**config.mk**
```make
export PLATFORM = sky130hd
export DESIGN_NAME = eth_link_bringup
export DESIGN_NICKNAME = d
export VERILOG_FILES = /design/src/rtl/eth_link_pkg.sv /design/src/rtl/bit_sync.sv /design/src/rtl/eth_link_bringup.sv
export SDC_FILE = /design/constraint.sdc
export NUM_CORES = 1
export LEC_CHECK = 0
export ABC_CLOCK_PERIOD_IN_PS = 3600
export BUFFER_PORTS_ARGS = -buffer_cell sky130_fd_sc_hd__buf_2
export CORE_ASPECT_RATIO = 1.1
export CORE_MARGIN = 1
export CORE_UTILIZATION = 57
export DETAILED_ROUTE_END_ITERATION = 8
export PLACE_DENSITY = 0.81
export SLEW_MARGIN = 10
export SYNTH_ARGS = -nofsm -noshare
export SYNTH_HDL_FRONTEND = slang
export SYNTH_SLANG_ARGS = --single-unit
```
**constraint.sdc**
```tcl
create_clock -name core_clk -period 3.6 [get_ports core_clk]
set_input_delay 0.72 -clock core_clk [delete_from_list [all_inputs] [get_ports core_clk]]
set_output_delay 0.72 -clock core_clk [all_outputs]
set_load 0.01 [all_outputs]
```
**src/rtl/eth_link_pkg.sv**
```systemverilog
// eth_link_pkg: shared state encoding and helpers for the Ethernet link bring-up supervisor.
package eth_link_pkg;

    typedef enum logic [2:0] {
        RESET_PHY = 3'd0,
        WAIT_TX   = 3'd1,
        WAIT_RX   = 3'd2,
        WAIT_BLK  = 3'd3,
        LINK_UP   = 3'd4,
        FAULT     = 3'd5
    } link_state_e;

    // Successor along the normal bring-up path; LINK_UP falls back to RESET_PHY on loss.
    function automatic link_state_e advance(input link_state_e s);
        return (s == RESET_PHY) ? WAIT_TX :
               (s == WAIT_TX)   ? WAIT_RX :
               (s == WAIT_RX)   ? WAIT_BLK :
               (s == WAIT_BLK)  ? LINK_UP : RESET_PHY;
    endfunction

endpackage

```
**src/rtl/bit_sync.sv**
```systemverilog
// bit_sync: two-flop synchroniser for a single asynchronous level input.
module bit_sync (
    input  logic clk,
    input  logic rst,
    input  logic d,
    output logic q
);
    logic meta_q;

    always_ff @(posedge clk) begin
        if (rst) begin
            meta_q <= 1'b0;
            q      <= 1'b0;
        end else begin
            meta_q <= d;
            q      <= meta_q;
        end
    end
endmodule

```
**src/rtl/eth_link_bringup.sv**
```systemverilog
// eth_link_bringup: multi-lane PHY bring-up and supervision FSM with bounded retries,
// loss qualification and per-lane failure reporting.
module eth_link_bringup
    import eth_link_pkg::*;
#(
    parameter int LANES         = 4,
    parameter int RESET_CYCLES  = 64,
    parameter int TIMEOUT       = 2**20,
    parameter int STABLE_CYCLES = 1024,
    parameter int LOSS_CYCLES   = 8,
    parameter int MAX_RETRIES   = 7
) (
    input  logic                             core_clk,
    input  logic                             core_reset,
    input  logic                             pll_locked,
    input  logic [LANES-1:0]                 tx_ready,
    input  logic [LANES-1:0]                 rx_ready,
    input  logic [LANES-1:0]                 rx_is_lockedtodata,
    input  logic [LANES-1:0]                 rx_blk_lock,
    input  logic                             loopback_req,
    output logic                             phy_reset_req,
    output logic [LANES-1:0]                 loopback_en,
    output logic                             link_up,
    output logic                             fault,
    output logic [2:0]                       state,
    output logic [$clog2(MAX_RETRIES+1)-1:0] retry_count,
    output logic [LANES-1:0]                 lane_fail_mask,
    output logic [15:0]                      link_drop_count
);
    localparam int TW = $clog2((TIMEOUT > RESET_CYCLES ? TIMEOUT : RESET_CYCLES) + 1);
    localparam int QW = $clog2((STABLE_CYCLES > LOSS_CYCLES ? STABLE_CYCLES : LOSS_CYCLES) + 1);
    localparam int RW = $clog2(MAX_RETRIES + 1);

    link_state_e      state_q, state_d;
    logic [TW-1:0]    t_q, t_d, t_inc;
    logic [QW-1:0]    q_q, q_d, q_inc;
    logic [RW-1:0]    retry_q, retry_d;
    logic [LANES-1:0] mask_q, mask_d, unmet, lane_ok, rx_ok;
    logic [15:0]      drop_q, drop_d;
    logic             lb_q, lb_d, lb_s, exit_ok, timed_out;

    bit_sync u_lb_sync (
        .clk (core_clk),
        .rst (core_reset),
        .d   (loopback_req),
        .q   (lb_s)
    );

    always_comb begin
        lane_ok   = rx_blk_lock & rx_is_lockedtodata;
        rx_ok     = rx_is_lockedtodata & rx_ready;
        t_inc     = (t_q == '1) ? t_q : t_q + 1'b1;
        q_inc     = (q_q == '1) ? q_q : q_q + 1'b1;
        state_d   = state_q;
        q_d       = q_q;
        retry_d   = retry_q;
        mask_d    = mask_q;
        drop_d    = drop_q;
        lb_d      = lb_q;
        exit_ok   = 1'b0;
        unmet     = '0;
        case (state_q)
            RESET_PHY: exit_ok = (t_q == TW'(RESET_CYCLES - 1));
            WAIT_TX: begin
                exit_ok = pll_locked & (&tx_ready);
                unmet   = {LANES{~pll_locked}} | ~tx_ready;
            end
            WAIT_RX: begin
                exit_ok = &rx_ok;
                unmet   = ~rx_ok;
            end
            WAIT_BLK: begin
                exit_ok = (&rx_blk_lock) && (q_q == QW'(STABLE_CYCLES - 1));
                unmet   = ~rx_blk_lock;
                q_d     = (&rx_blk_lock) ? q_inc : '0;
            end
            LINK_UP: begin
                exit_ok = (~&lane_ok) && (q_q == QW'(LOSS_CYCLES - 1));
                unmet   = ~lane_ok;
                q_d     = (~&lane_ok) ? q_inc : '0;
            end
            default: ;
        endcase
        timed_out = (state_q inside {WAIT_TX, WAIT_RX, WAIT_BLK}) && (t_q == TW'(TIMEOUT - 1));
        if (exit_ok) begin
            state_d = advance(state_q);
            if (state_q == LINK_UP) begin
                mask_d = unmet;
                drop_d = (drop_q == 16'hFFFF) ? drop_q : drop_q + 16'd1;
            end
        end else if (timed_out) begin
            mask_d  = unmet;
            retry_d = retry_q + 1'b1;
            state_d = (retry_q == RW'(MAX_RETRIES - 1)) ? FAULT : RESET_PHY;
        end
        if (state_d == LINK_UP) retry_d = '0;
        // A loopback change restarts bring-up from anywhere, including FAULT.
        if (state_q != RESET_PHY && lb_s != lb_q) begin
            state_d = RESET_PHY;
            retry_d = '0;
            mask_d  = mask_q;
            drop_d  = drop_q;
        end
        if (state_d == RESET_PHY && state_q != RESET_PHY) lb_d = lb_s;
        t_d = (state_d != state_q) ? '0 : t_inc;
        if (state_d != state_q) q_d = '0;
    end

    always_ff @(posedge core_clk) begin
        if (core_reset) begin
            state_q <= RESET_PHY;
            t_q     <= '0;
            q_q     <= '0;
            retry_q <= '0;
            mask_q  <= '0;
            drop_q  <= '0;
            lb_q    <= 1'b0;
        end else begin
            state_q <= state_d;
            t_q     <= t_d;
            q_q     <= q_d;
            retry_q <= retry_d;
            mask_q  <= mask_d;
            drop_q  <= drop_d;
            lb_q    <= lb_d;
        end
    end

    assign phy_reset_req   = (state_q == RESET_PHY);
    assign link_up         = (state_q == LINK_UP);
    assign fault           = (state_q == FAULT);
    assign state           = state_q;
    assign loopback_en     = {LANES{lb_q}};
    assign retry_count     = retry_q;
    assign lane_fail_mask  = mask_q;
    assign link_drop_count = drop_q;
endmodule
```
==> metrics.cfg <==
[global_route]
grt_pass1_wl_um = 10970
track_usage = 0.2313
antenna_found_initial = 0
grt_pass1_vias = 2496
overflow = 0
grt_max_degree = 33

[clock_network]
post_cts_resized = 0
cts_root_buffer = clkbuf_8
insertion_delay_ns = 0.35
postCtsSetupRepairBufs = 0
cts-hold-fix-buffers = 0
clockBufferDepth = 2
cts_max_level = 3
path_clk_slew_ns = 0.07
cts_buffers = 9
cts_sinks = 61
cts_tree = done

[critical_path]
r2r_cells = 7
critPathArrivalTime_ns = 3.11
start_kind = register
crit_path_end_kind = register
r2r-start = state[1]
r2r_end = q_q[10]
r2r_slack_ns = 0.75
path_class = register to register
required_ns = 3.86
critPathMaxFanout = 32

[sta]
period_needed_ns = 2.845
finalClockSkew_ns = 0.008573
hold_viol_final = 0
finalMaxSlewViolations = 0
post-route-period-util = 0.7904
slew_headroom = 0.5595
grt_setup_unrepaired = false
setup_viol = 0
setup_tns_ns = 0
worstMarginPinSlew_ns = 0.6548
fmax_mhz = 351.5

[placed_design]
gp_congestion = 0.9534
io_buffer_count = 52
hpwl_um = 5050
place_area_sq_um = 3591

[min_path]
hold_end = u_lb_sync.q
hold_path_startpoint = u_lb_sync.meta_q
worstHoldPathCells = 1
hold_path_class = register to register

[die]
die_height_um = 82.67
die_area_sq_um = 6228
die_w_um = 75.34
coreArea_sq_um = 5733
start_util = 0.5882
ioPinCount = 53
rows = 29

[power]
netSwitchingFraction = 0.2504
p_switching_mw = 0.3492
p_leak_nw = 1.576
p_per_area_nw_per_um2 = 367.9
p_clk_frac = 0.436
sequentialPowerShare = 0.511
internal_power_mw = 1.046
vdd_drop_max_mv = 0.3166
comb_power_share = 0.053

[logic_synthesis]
netlist_instances = 399
async_reset_ff_frac = 0
netlist_area_sq_um = 3372
syn-num-nets = 424
synth-warning-count = 0
ys_seq_area_frac = 0.3622
syn_area_per_cell_sq_um = 8.451
synth_edf_count = 0
synth_cell_types = 57
ys_ff_latch = 61
ys.flop_type = dfxtp_1

[route]
met1_length_um = 3102
viasPerCell = 5.660
drt_iter0_drc = 186
drcViolationCount = 0
first_pass_iters = 4
wl_met3_um = 388
routed.top_layer = met4
route.met2.wl_um = 3385
drt_wl_total_um = 7005
vias = 2960
post_drt_wl_per_cell_um = 13.39
postRouteAntennaNets = 0

[final_layout]
utilization = 0.6613
postLayoutCellArea_sq_um = 3791
fin_nets = 466
syn_to_final_growth_pct = 12.43
n_antenna_cell = 0
final_common_cell = nor2_1
drive_above_1_share = 0.1996
layout_common_cells = 62 x nor2_1, 61 x dfxtp_1, 52 x buf_2
n_fill_cell = 500

[run_status]
outcome = complete, no violations

[flow_run]
max_cap_violations = 0

power by group through the flow:
stage / sequential [mW] / clock, mW / combinational, mW
floorplan: 0.724 / 0 / 0.0515
global placement: 0.727 / 0 / 0.0697
detailed placement: 0.729 / 0 / 0.0741
CTS: 0.713 / 0.618 / 0.0748
global route: 0.716 / 0.650 / 0.0855
finish: 0.713 / 0.608 / 0.0740
Yosys cell counts (2+ instances only):
library cell | instances | share of area
buf_2 | 2 | 0.0030
buf_6 | 5 | 0.017
nor2b_1 | 5 | 0.0093
or3_1 | 6 | 0.011
nand4_1 | 17 | 0.032
and4_1 | 7 | 0.018
xnor2_1 | 15 | 0.039
or3b_2 | 2 | 0.0052
nor2_1 | 62 | 0.069
dfxtp_1 | 61 | 0.36
clkbuf_1 | 8 | 0.0089
nor4b_1 | 2 | 0.0052
a221o_1 | 4 | 0.012
nor3b_1 | 3 | 0.0067
or4_1 | 3 | 0.0067
or2_2 | 3 | 0.0056
mux2i_1 | 10 | 0.030
ha_1 | 5 | 0.019
xor2_1 | 21 | 0.055
o21ai_0 | 13 | 0.019
a31oi_1 | 3 | 0.0056
a21boi_0 | 4 | 0.0089
nand3b_1 | 2 | 0.0045
nand2b_1 | 4 | 0.0074
buf_4 | 6 | 0.013
nand3_1 | 18 | 0.027
a21oi_1 | 11 | 0.016
inv_1 | 10 | 0.011
and2_1 | 4 | 0.0074
nand2_1 | 35 | 0.039
nor3b_2 | 2 | 0.0074
and3_1 | 8 | 0.015
nor4_1 | 6 | 0.011
nor3_1 | 8 | 0.012
a41oi_1 | 2 | 0.0052
per-layer routing:
metal | up-vias | track usage
met3 | 9 | 0.05825
met5 | - | 0
met1 | 1373 | 0.2681
met2 | 86 | 0.3955
li1 | 1492 | -
met4 | 0 | 0.1093
area by class of cell:
class	instances	area, sq um	share of cell area
Timing Repair Buffer	53	267.8	0.07063
Multi-Input combinational cell	306	1968	0.5191
Sequential cell	61	1221	0.3221
Tap cell	77	96.34	0.02541
Inverter	10	37.54	0.009901
Clock buffer	9	123.9	0.03267
Clock inverter	7	76.32	0.02013
worst max-delay path by stage:
stage | startpoint | end | slack (ns)
floorplan | rx_blk_lock[3] | q_q[1] | 0.96
global placement | rx_blk_lock[3] | q_q[10] | 0.71
detailed placement | rx_is_lockedtodata[3] | q_q[10] | 0.64
CTS | state[1] | q_q[10] | 0.75
global route | state[1] | q_q[10] | 0.54
finish | state[1] | q_q[10] | 0.75
cells by family (layout without fill, tap and decap cells):
family / after synthesis / count (layout) / share of synthesized area
simple gates: 205 / 205 / 0.3291
flops: 61 / 61 / 0.3622
compound gates: 49 / 49 / 0.1095
xor+xnor: 36 / 36 / 0.09351
buf+inv: 32 / 79 / 0.05417
mux: 11 / 11 / 0.03303
fa+ha+maj: 5 / 5 / 0.01855
state kept, by name, indices dropped and copies added (netlist names):
| name | count |
|---|---|
| lane_fail_mask | 4 |
| lb_q | 1 |
| link_drop_count | 16 |
| q_q | 11 |
| retry_count | 3 |
| state | 3 |
| t_q | 21 |
| u_lb_sync.meta_q | 1 |
| u_lb_sync.q | 1 |
through the flow:
stage	setup slack (ns)	instances	power [mW]	hold slack, ns
after floorplan	0.9567	399	0.7753	0.4138
after global placement	0.7069	507	0.7968	0.4217
after detailed placement	0.6425	507	0.8029	0.4204
after CTS	0.7529	523	1.405	0.4332
after global routing	0.5436	523	1.452	0.4708
final	0.7547	523	1.395	0.4305
critical path: stages, from the launching register on:
cell	delay, ns
dfxtp_1	0.46
nor3_4	0.34
nand2b_1	0.36
nand2b_1	0.24
o32a_1	0.36
or4_1	0.52
buf_4	0.26
nor3b_1	0.21
Note: power is estimated with default switching activity, not from simulation.
